--- src/rtl/bus_pkg.sv ---
// bus_pkg: shared constants and helpers for the processor bus datapath.
package bus_pkg;
    localparam logic [15:0] DEFAULT_BUS_VAL = 16'h55AA;
    localparam int SRC_DIN = 9;
    localparam int SRC_G   = 8;
    localparam int SRC_R0  = 7;
    localparam int SRC_R1  = 6;
    localparam int SRC_R2  = 5;
    localparam int SRC_R3  = 4;
    localparam int SRC_R4  = 3;
    localparam int SRC_R5  = 2;
    localparam int SRC_R6  = 1;
    localparam int SRC_R7  = 0;

    // Never returns 0 so single-entry vectors still get a 1-bit index.
    function automatic int clog2(input int n);
        int r;
        r = 0;
        while ((1 << r) < n) r++;
        return (r < 1) ? 1 : r;
    endfunction
endpackage

--- src/rtl/onehot_decode.sv ---
// onehot_decode: encodes a one-hot vector and flags whether exactly one bit is set.
module onehot_decode
    import bus_pkg::*;
#(
    parameter int NSRC = 10
) (
    input  logic [NSRC-1:0]        i_vec,
    output logic [clog2(NSRC)-1:0] o_idx,
    output logic                   o_legal
);
    localparam int IW = clog2(NSRC);

    // OR of set-bit positions; only meaningful when o_legal is high.
    always_comb begin
        o_idx = '0;
        for (int i = 0; i < NSRC; i++)
            if (i_vec[i]) o_idx = o_idx | IW'(i);
    end

    assign o_legal = (|i_vec) && !(|(i_vec & (i_vec - NSRC'(1))));
endmodule

--- src/rtl/bus_select_pipe.sv ---
// bus_select_pipe: registered one-hot bus multiplexer with valid, hold and
// illegal-select reporting (pulse, sticky flag, saturating count).
module bus_select_pipe
    import bus_pkg::*;
#(
    parameter int               WIDTH       = 16,
    parameter int               NSRC        = 10,
    parameter logic [WIDTH-1:0] DEFAULT_VAL = WIDTH'(DEFAULT_BUS_VAL),
    parameter int               ERR_CNT_W   = 8
) (
    input  logic                   i_clock,
    input  logic                   i_reset,
    input  logic [NSRC*WIDTH-1:0]  i_src,
    input  logic [NSRC-1:0]        i_select,
    input  logic                   i_sel_valid,
    input  logic                   i_hold,
    input  logic                   i_clr_err,
    output logic [WIDTH-1:0]       o_bus_out,
    output logic                   o_bus_valid,
    output logic [clog2(NSRC)-1:0] o_sel_idx,
    output logic                   o_sel_err,
    output logic                   o_err_sticky,
    output logic [ERR_CNT_W-1:0]   o_err_count
);
    localparam int IW = clog2(NSRC);

    logic [WIDTH-1:0]     r_bus_out;
    logic                 r_bus_valid;
    logic [IW-1:0]        r_sel_idx;
    logic                 r_sel_err;
    logic                 r_err_sticky;
    logic [ERR_CNT_W-1:0] r_err_count;
    logic [IW-1:0]        w_idx;
    logic                 w_legal;
    logic [ERR_CNT_W-1:0] w_cnt_base;

    onehot_decode #(.NSRC(NSRC)) u_dec (
        .i_vec   (i_select),
        .o_idx   (w_idx),
        .o_legal (w_legal)
    );

    // Clear is applied before a same-cycle illegal select is counted.
    assign w_cnt_base = i_clr_err ? '0 : r_err_count;

    always_ff @(posedge i_clock) begin
        if (i_reset) begin
            r_bus_out    <= DEFAULT_VAL;
            r_bus_valid  <= 1'b0;
            r_sel_idx    <= '0;
            r_sel_err    <= 1'b0;
            r_err_sticky <= 1'b0;
            r_err_count  <= '0;
        end else begin
            if (i_clr_err) begin
                r_err_sticky <= 1'b0;
                r_err_count  <= '0;
            end
            if (i_hold) begin
                r_sel_err <= 1'b0;
            end else if (i_sel_valid && w_legal) begin
                r_bus_out   <= i_src[w_idx*WIDTH +: WIDTH];
                r_sel_idx   <= w_idx;
                r_bus_valid <= 1'b1;
                r_sel_err   <= 1'b0;
            end else if (i_sel_valid) begin
                r_bus_out    <= DEFAULT_VAL;
                r_bus_valid  <= 1'b0;
                r_sel_err    <= 1'b1;
                r_err_sticky <= 1'b1;
                r_err_count  <= (&w_cnt_base) ? w_cnt_base : w_cnt_base + 1'b1;
            end else begin
                r_bus_valid <= 1'b0;
                r_sel_err   <= 1'b0;
            end
        end
    end

    assign o_bus_out    = r_bus_out;
    assign o_bus_valid  = r_bus_valid;
    assign o_sel_idx    = r_sel_idx;
    assign o_sel_err    = r_sel_err;
    assign o_err_sticky = r_err_sticky;
    assign o_err_count  = r_err_count;
endmodule
--- config.mk ---
export PLATFORM = sky130hd
export DESIGN_NAME = bus_select_pipe
export DESIGN_NICKNAME = d
export VERILOG_FILES = /design/src/rtl/bus_pkg.sv /design/src/rtl/onehot_decode.sv /design/src/rtl/bus_select_pipe.sv
export SDC_FILE = /design/constraint.sdc
export NUM_CORES = 1
export LEC_CHECK = 0
export ABC_AREA = 1
export ABC_CLOCK_PERIOD_IN_PS = 2470
export BUFFER_PORTS_ARGS = -buffer_cell sky130_fd_sc_hd__buf_2
export CAP_MARGIN = 20
export CORE_UTILIZATION = 35
export DETAILED_ROUTE_END_ITERATION = 12
export PLACE_DENSITY = 0.76
export SYNTH_ARGS = -nofsm -noshare
export SYNTH_HDL_FRONTEND = slang
export SYNTH_SLANG_ARGS = --single-unit
--- constraint.sdc ---
create_clock -name i_clock -period 2.47 [get_ports i_clock]
set_input_delay 0.494 -clock i_clock [delete_from_list [all_inputs] [get_ports i_clock]]
set_output_delay 0.494 -clock i_clock [all_outputs]
set_load 0.005 [all_outputs]
==> metrics.md, run 1 <==
| Metric | Value |
|---|---|
| Largest net degree at the start of global routing | 68 |
| #FFs+latches synth | 31 |
| Max Fanout on Critical Path | 13 |
| Starting DRT DRC Count | 248 |
| Top FF cell, synth | dfxtp_1 |
| Sw Share | 31.4% |
| Clk root buf | clkbuf_8 |
| Starting Density | 36.2% |
| Vias | 4402 |
| Critical path's largest stage delay | 220 ps |
| FFs w/ async S/R, synth | 0% |
| Max VDD drop | 0.156 mV |
| Commonest non-fill, non-tap cell in the layout | buf_2 |
| Pleak | 2.30 nW |
| Fillers | roughly 990 |
| Layout Skew | 2.17 ps |
| Minimum clock period | 1820 ps |
| Gpl congestion | 0.951 |
| Final WS setup | around 650 ps |
| Critical path, cell by cell | buf_2 -> nor2_1 -> nand2_1 -> o21ai_1 -> nand2_1 -> nor2_4 -> nand2_4 -> nor2_8 -> inv_1 -> nor2_1 -> nor2_1 |
| Clk_lat worst skew | 280 ps |
| Drc violations | 0 |
| Post-DR wirelength/cell | 13.8 um |
| Result of the run | complete, no violations |
| Vias per inst | around 5.1 |
| RSZ-0062 raised after global routing | false |
| CTS clk-pin slew, worst paths | about 70 ps |
| Fmax achieved | 0.550 GHz |
| Hold Buf Count CTS | 0 |
| Leading cell types in the layout, fill and taps excluded | buf_2, nand2_1, nor2_1, nand3_1, o21ai_0 |
| CP max-delay cell | nand2_1 |
| Non-Filler Instances | 866 |
| Startpoint Class | input pin |
| CP most frequent cell | nor2_1 |
| Final cycle utilization of the critical path | roughly three quarters |
| Placed cells | 857 |
| Worst hold slack | 463 ps |
| Die width | 97.0 um |
| Total grt overflow | 0 |
| Antenna violations before repair | 1 |
| Tot GR Track Use | between 20 and 30% |
| Combinational share of power | 30.2% |
| Cell Area, Synth | 0.00316 mm^2 |
| Setup TNS | 0 ps |
| Buffers on Ports | between 200 and 250 |
| Crit path DAT | about 2000 ps |
| Layout cells sized above 1 | between 30 and 40% |
| Tot Pwr | 1.30 mW |
| Worst Tran Pin Value | 408 ps |
| Final Hold Vio Count | 0 |
| Number of buffers created by CTS | 5 |
| Final Slew Violations | 0 |
| Crit end category | flip-flop |
| Core Region | between 0.008 and 0.009 mm^2 |
| Tightest Hold Check Type | flip-flop to flip-flop |
| Netlist cell types | 29 |
| Die footprint | 0.00941 mm^2 |
| Clock share of power | 29.7% |
| Sequential Power Share | 40.0% |
| Syn nets | approximately 740 |
| Reg area | 621 um^2 |
| Post-CTS Setup Bufs | 0 |
| Post-Place Setup Slack | 342 ps |
| Worst EP required | 2650 ps |
| Total wire length | 12.0 mm |
| Part of the Yosys area used for sequential elements | 19.6% |
| TritonRoute pass-1 iters | 5 |
| Worst Path Class, Setup | input pin to flip-flop |
| Clk buf depth | 2 |
| Cell count after synthesis | about 570 |
| Half-perimeter wire length after placement | 9.36 mm |
| Multi-input gate area | 0.00219 mm^2 |
| Cts repair resizes | 0 |
| Fin area | 0.00436 mm^2 |
| Final net count | 932 |
| Power Density | 299 mW/mm^2 |
| Worst slew margin | 72.8% |
| Vias in the first global route | 4056 |
| EDFF count, synth | 0 |
| Area Growth Syn to Fin | 38.1% |
| Post-DRT Antenna Nets | 0 |
| Pint | 0.893 mW |
| Number of cell rows | 34 |
| Die Y | 97.0 um |
| I/O Pins | 206 |
| CTS tree | yes |
| Syn_area_per_cell | 5.59 um^2 |
| First-pass GRT wire length | around 19 mm |
| Max_cap viols | 0 |
| Final Util | 50.0% |
| Area after DPL | ~0.0043 mm^2 |
| CTS H-tree depth | 2 |
| Sink Count | 31 |
| Final setup fails | 0 |
| Ys Warns | 0 |
| Switching Power | 0.410 mW |
-- registers in the layout, indices dropped and copies added, names as in the netlist --
register	count
o_bus_out	16
o_err_count	8
o_sel_idx	4
o_bus_valid	1
o_err_sticky	1
o_sel_err	1
-- kinds of logic after synthesis --
kind of cell / after synthesis / synth area share [%]
AO/OA/AOI/OAI: 108 / 18.5
XOR/XNOR: 2 / 0.555
adder cells (fa/ha/maj): 1 / 0.396
buffers and inverters: 81 / 11.1
flip-flops: 31 / 19.6
AND/OR/NAND/NOR: 342 / 49.8
-- layer usage --
| metal | track usage (%) | up-vias | routed length (um) | share of wire, % |
|---|---|---|---|---|
| met4 | 8.50 | 0 | 337 | 2.8 |
| li1 | - | 2277 | - | - |
| met2 | 43.4 | 200 | 5740 | 48 |
| met5 | 0 | - | 0 | 0 |
| met1 | 31.1 | 1904 | 5000 | 42 |
| met3 | 5.20 | 21 | 908 | 7.6 |
-- layout make-up --
class                   count  share of cell area [%]
inverters                  44                    3.79
repair buffers            221                    26.8
flip-flops and latches     31                    14.2
diodes                      1                  0.0574
clock inverters             1                   0.115
clock buffers               7                    1.75
multi-input cells         453                    50.1
well taps                 108                    3.10
-- worst paths after layout --
| check | endpoint | slack (ps) | depth (start not counted) | from |
|---|---|---|---|---|
| worst min-delay path | o_err_sticky | 460 | 2 | o_err_sticky |
| worst max-delay path | o_sel_idx[0] | 650 | 11 | i_select[7] |
| worst max register to register | o_err_count[1] | 780 | 10 | o_err_count[0] |
| worst min register to register | o_err_sticky | 460 | 2 | o_err_sticky |
-- power by group through the flow --
stage | registers, mW | logic, mW | clock network (mW)
after CTS | 0.522 | 0.394 | 0.402
after detailed placement | 0.533 | 0.392 | 0
after floorplan | 0.534 | 0.182 | 0
after global routing | 0.523 | 0.441 | 0.430
final | 0.522 | 0.394 | 0.387
after global placement | 0.533 | 0.392 | 0
-- worst max-delay path, delay by kind of cell --
family / cells / cell delay, ps
buffers and inverters: 2 / 240
AOI/OAI and AO/OA: 1 / 200
and+or+nand+nor: 8 / 1060
-- Yosys cell counts (2+ instances only) --
cell type,instances,area (um^2)
xor2_1,2,17.5
nand4_1,30,188
inv_2,6,22.5
nor2_2,2,12.5
buf_2,13,65.1
o21bai_1,2,15.0
inv_1,38,143
nand3_1,93,465
clkbuf_1,17,63.8
nor2_4,3,33.8
buf_4,3,22.5
nor2_8,2,40.0
nor2_1,93,349
o21ai_1,7,35.0
o21ai_0,47,235
nand2_1,112,420
a21oi_1,37,185
dfxtp_1,31,621
nand2_2,4,25.0
o21a_1,14,105
Note: power is estimated with default switching activity, not from simulation.
==> run 2: changes to the inputs <==
- ABC_CLOCK_PERIOD_IN_PS: 2470 -> 1550
- PLACE_DENSITY: 0.76 -> 0.79
- clock period: 2.47 -> 1.55 ns (I/O delays scaled with it)
==> run 2 against run 1 <==
  * Power is 81% higher
  * Critical path type is now flip-flop to flip-flop
  * Clock power increased by 110%
  * Routed wire length up 4.2%
  * Critical endpoint is now o_err_count[2]
  * The run now ends with negative setup slack left
  * Non-clock buffer count rose by 41
  * Register-to-register slack got worse by 820 ps
  * Global-route usage up 0.57 points
  * Utilization up 6.0 points
  * Cell count increased by 4.7%
==> metrics.md, run 2 (synthesized netlist as in run 1, its figures left out) <==
| Metric | Value |
|---|---|
| Clk root buf | clkbuf_8 |
| Final Util | 56.0% (+6.0 points) |
| Sink Count | 31 (unchanged) |
| Worst Tran Pin Value | 384 ps (-23.3 ps) |
| Crit path DAT | 1780 ps (-220 ps) |
| Area after DPL | 0.00464 mm^2 (+8.5%) |
| RSZ-0062 raised after global routing | true |
| Vias | 4599 (+4.5%) |
| Tightest Hold Check Type | input pin to flip-flop |
| Ant diodes | 0 (-1) |
| CTS tree | yes |
| Clk_lat worst skew | 280 ps (about the same) |
| Starting DRT DRC Count | 188 (-24%) |
| Top delay family on crit path | simple AND/OR/NAND/NOR gates |
| CTS clk-pin slew, worst paths | 70 ps (about the same) |
| Result of the run | complete, but fails checks |
| CP max-delay cell | dfxtp_2 |
| Final WS setup | -44.8 ps (-698 ps) |
| Number of buffers created by CTS | 5 (unchanged) |
| Post-DRT Antenna Nets | 0 (unchanged) |
| Tot GR Track Use | 25.8% (+0.57 points) |
| Vias per inst | 5.07 (-0.25%) |
| Drc violations | 0 (unchanged) |
| Largest register FFs | 16 (unchanged) |
| Final net count | 974 (+4.5%) |
| Buffers on Ports | 205 (unchanged) |
| Die width | 97.0 um (unchanged) |
| Layout cells sized above 1 | 38.8% (+6.0 points) |
| Core Region | 0.00872 mm^2 (unchanged) |
| Fin area | 0.00489 mm^2 (+12%) |
| Minimum clock period | about 1600 ps |
| Largest net degree at the start of global routing | 39 (-43%) |
| Total grt overflow | 0 (unchanged) |
| Max Fanout on Critical Path | 5 (-8) |
| Final setup fails | 1 (+1) |
| Die Y | 97.0 um (unchanged) |
| Area Growth Syn to Fin | 54.7% |
| Startpoint Class | flip-flop |
| Clk buf depth | 2 (unchanged) |
| First-pass GRT wire length | 19.8 mm (+2.0%) |
| Worst EP required | 1730 ps (-920 ps) |
| Max VDD drop | 0.565 mV (+260%) |
| Final cycle utilization of the critical path | 103% |
| Vias in the first global route | 4293 (+5.8%) |
| Worst slew margin | 74.3% (+1.6 points) |
| CTS H-tree depth | 2 (unchanged) |
| TritonRoute pass-1 iters | 5 (unchanged) |
| Half-perimeter wire length after placement | 9.75 mm (+4.1%) |
| Tot Pwr | 2.36 mW (+81%) |
| Max_cap viols | 0 (unchanged) |
| Antenna violations before repair | 0 (-1) |
| CP Buf/Inv Count | 2 (unchanged) |
| Failing checks | negative setup slack |
| Critical path's largest stage delay | 330 ps (+110 ps) |
| Layout Skew | 1.68 ps (-0.495 ps) |
| Power Density | 482 mW/mm^2 (+61%) |
| Post-Place Setup Slack | -291 ps (-633 ps) |
| Starting Density | 36.2% (unchanged) |
| Leading cell types in the layout, fill and taps excluded | buf_2, nand2_1, nand3_1 |
| Final Slew Violations | 0 (unchanged) |
| Pleak | 2.57 nW (+12%) |
| Total wire length | 12.5 mm (+4.2%) |
| Die footprint | 0.00941 mm^2 (unchanged) |
| Worst Path Class, Setup | flip-flop to flip-flop |
| Non-Filler Instances | 907 (+4.7%) |
| Critical path, cell by cell | inv_2 -> nor2_4 -> ha_4 -> nand2_4 -> nor2_4 -> nand4_1 -> buf_4 -> nand4_1 -> nand2_1 -> nand2_1 -> nor2_1 |
| Worst hold slack | 400 ps (-63.2 ps) |
| I/O Pins | 206 (unchanged) |
| Crit end category | flip-flop |
| Number of cell rows | 34 (unchanged) |
| Setup TNS | -44.8 ps (-44.8 ps) |
| Final Hold Vio Count | 0 (unchanged) |
| Placed cells | 896 (+4.6%) |
| Fmax achieved | approximately 0.63 GHz |
| Commonest non-fill, non-tap cell in the layout | buf_2 |
| Gpl congestion | 0.933 (-1.9%) |
| Post-DR wirelength/cell | 13.8 um (-0.50%) |
run 2: cell count changes in the layout (fill, tap and decap cells not counted), moves of 3 or more:
| cell | before | now |
|---|---|---|
| buf_4 | 14 | 50 |
| nor2_1 | 93 | 86 |
| o21ai_0 | 47 | 44 |
| buf_12 | 2 | 7 |
| nor2_4 | 3 | 10 |
| nand2_1 | 112 | 109 |
run 2: final cells by class:
type / instances / area [um^2]
repair buffers: 262 / 1550
flip-flops and latches: 31 / 623
clock buffers: 6 / 82.6
multi-input cells: 454 / 2300
well taps: 108 / 135
fillers: 900 / 3830
clock inverters: 2 / 35.0
inverters: 44 / 165
run 2: where the power goes:
part	internal (mW)	total (mW)	switching [mW]
Sequential	0.820	0.832	0.0121
Combinational	0.338	0.701	0.363
Clock	0.520	0.823	0.303
Total	1.68	2.36	0.678
run 2: layer usage:
layer | wire [um] | track usage (%) | share of wire, %
met5 | 0 | 0 | 0
met4 | 263 | 6.89 | 2.1
met3 | 882 | 4.99 | 7.1
met2 | 6210 | 46.2 | 50
met1 | 5130 | 31.3 | 41
run 2: path summary, 6_finish.rpt:
check	startpoint	endpoint	slack (ps)	cells past startpoint
setup / recovery	o_err_count[1]	o_err_count[2]	-40	11
hold / removal	i_hold	o_err_count[5]	400	5
setup reg to reg	o_err_count[1]	o_err_count[2]	-40	11
hold reg to reg	o_bus_out[11]	o_bus_out[11]	460	2
run 2: repair_timing:
item                       CTS  global route
resized for setup            0            32
buffers inserted             0             2
gates cloned                 0             1
hold buffers                 0             0
pin swaps                    1            13
setup endpoints to repair    3            26
run 2: tightest hold or removal path: cells and delay by family:
family | cells | cell delay (ps)
buffers and inverters | 2 | 150
and+or+nand+nor | 3 | 180
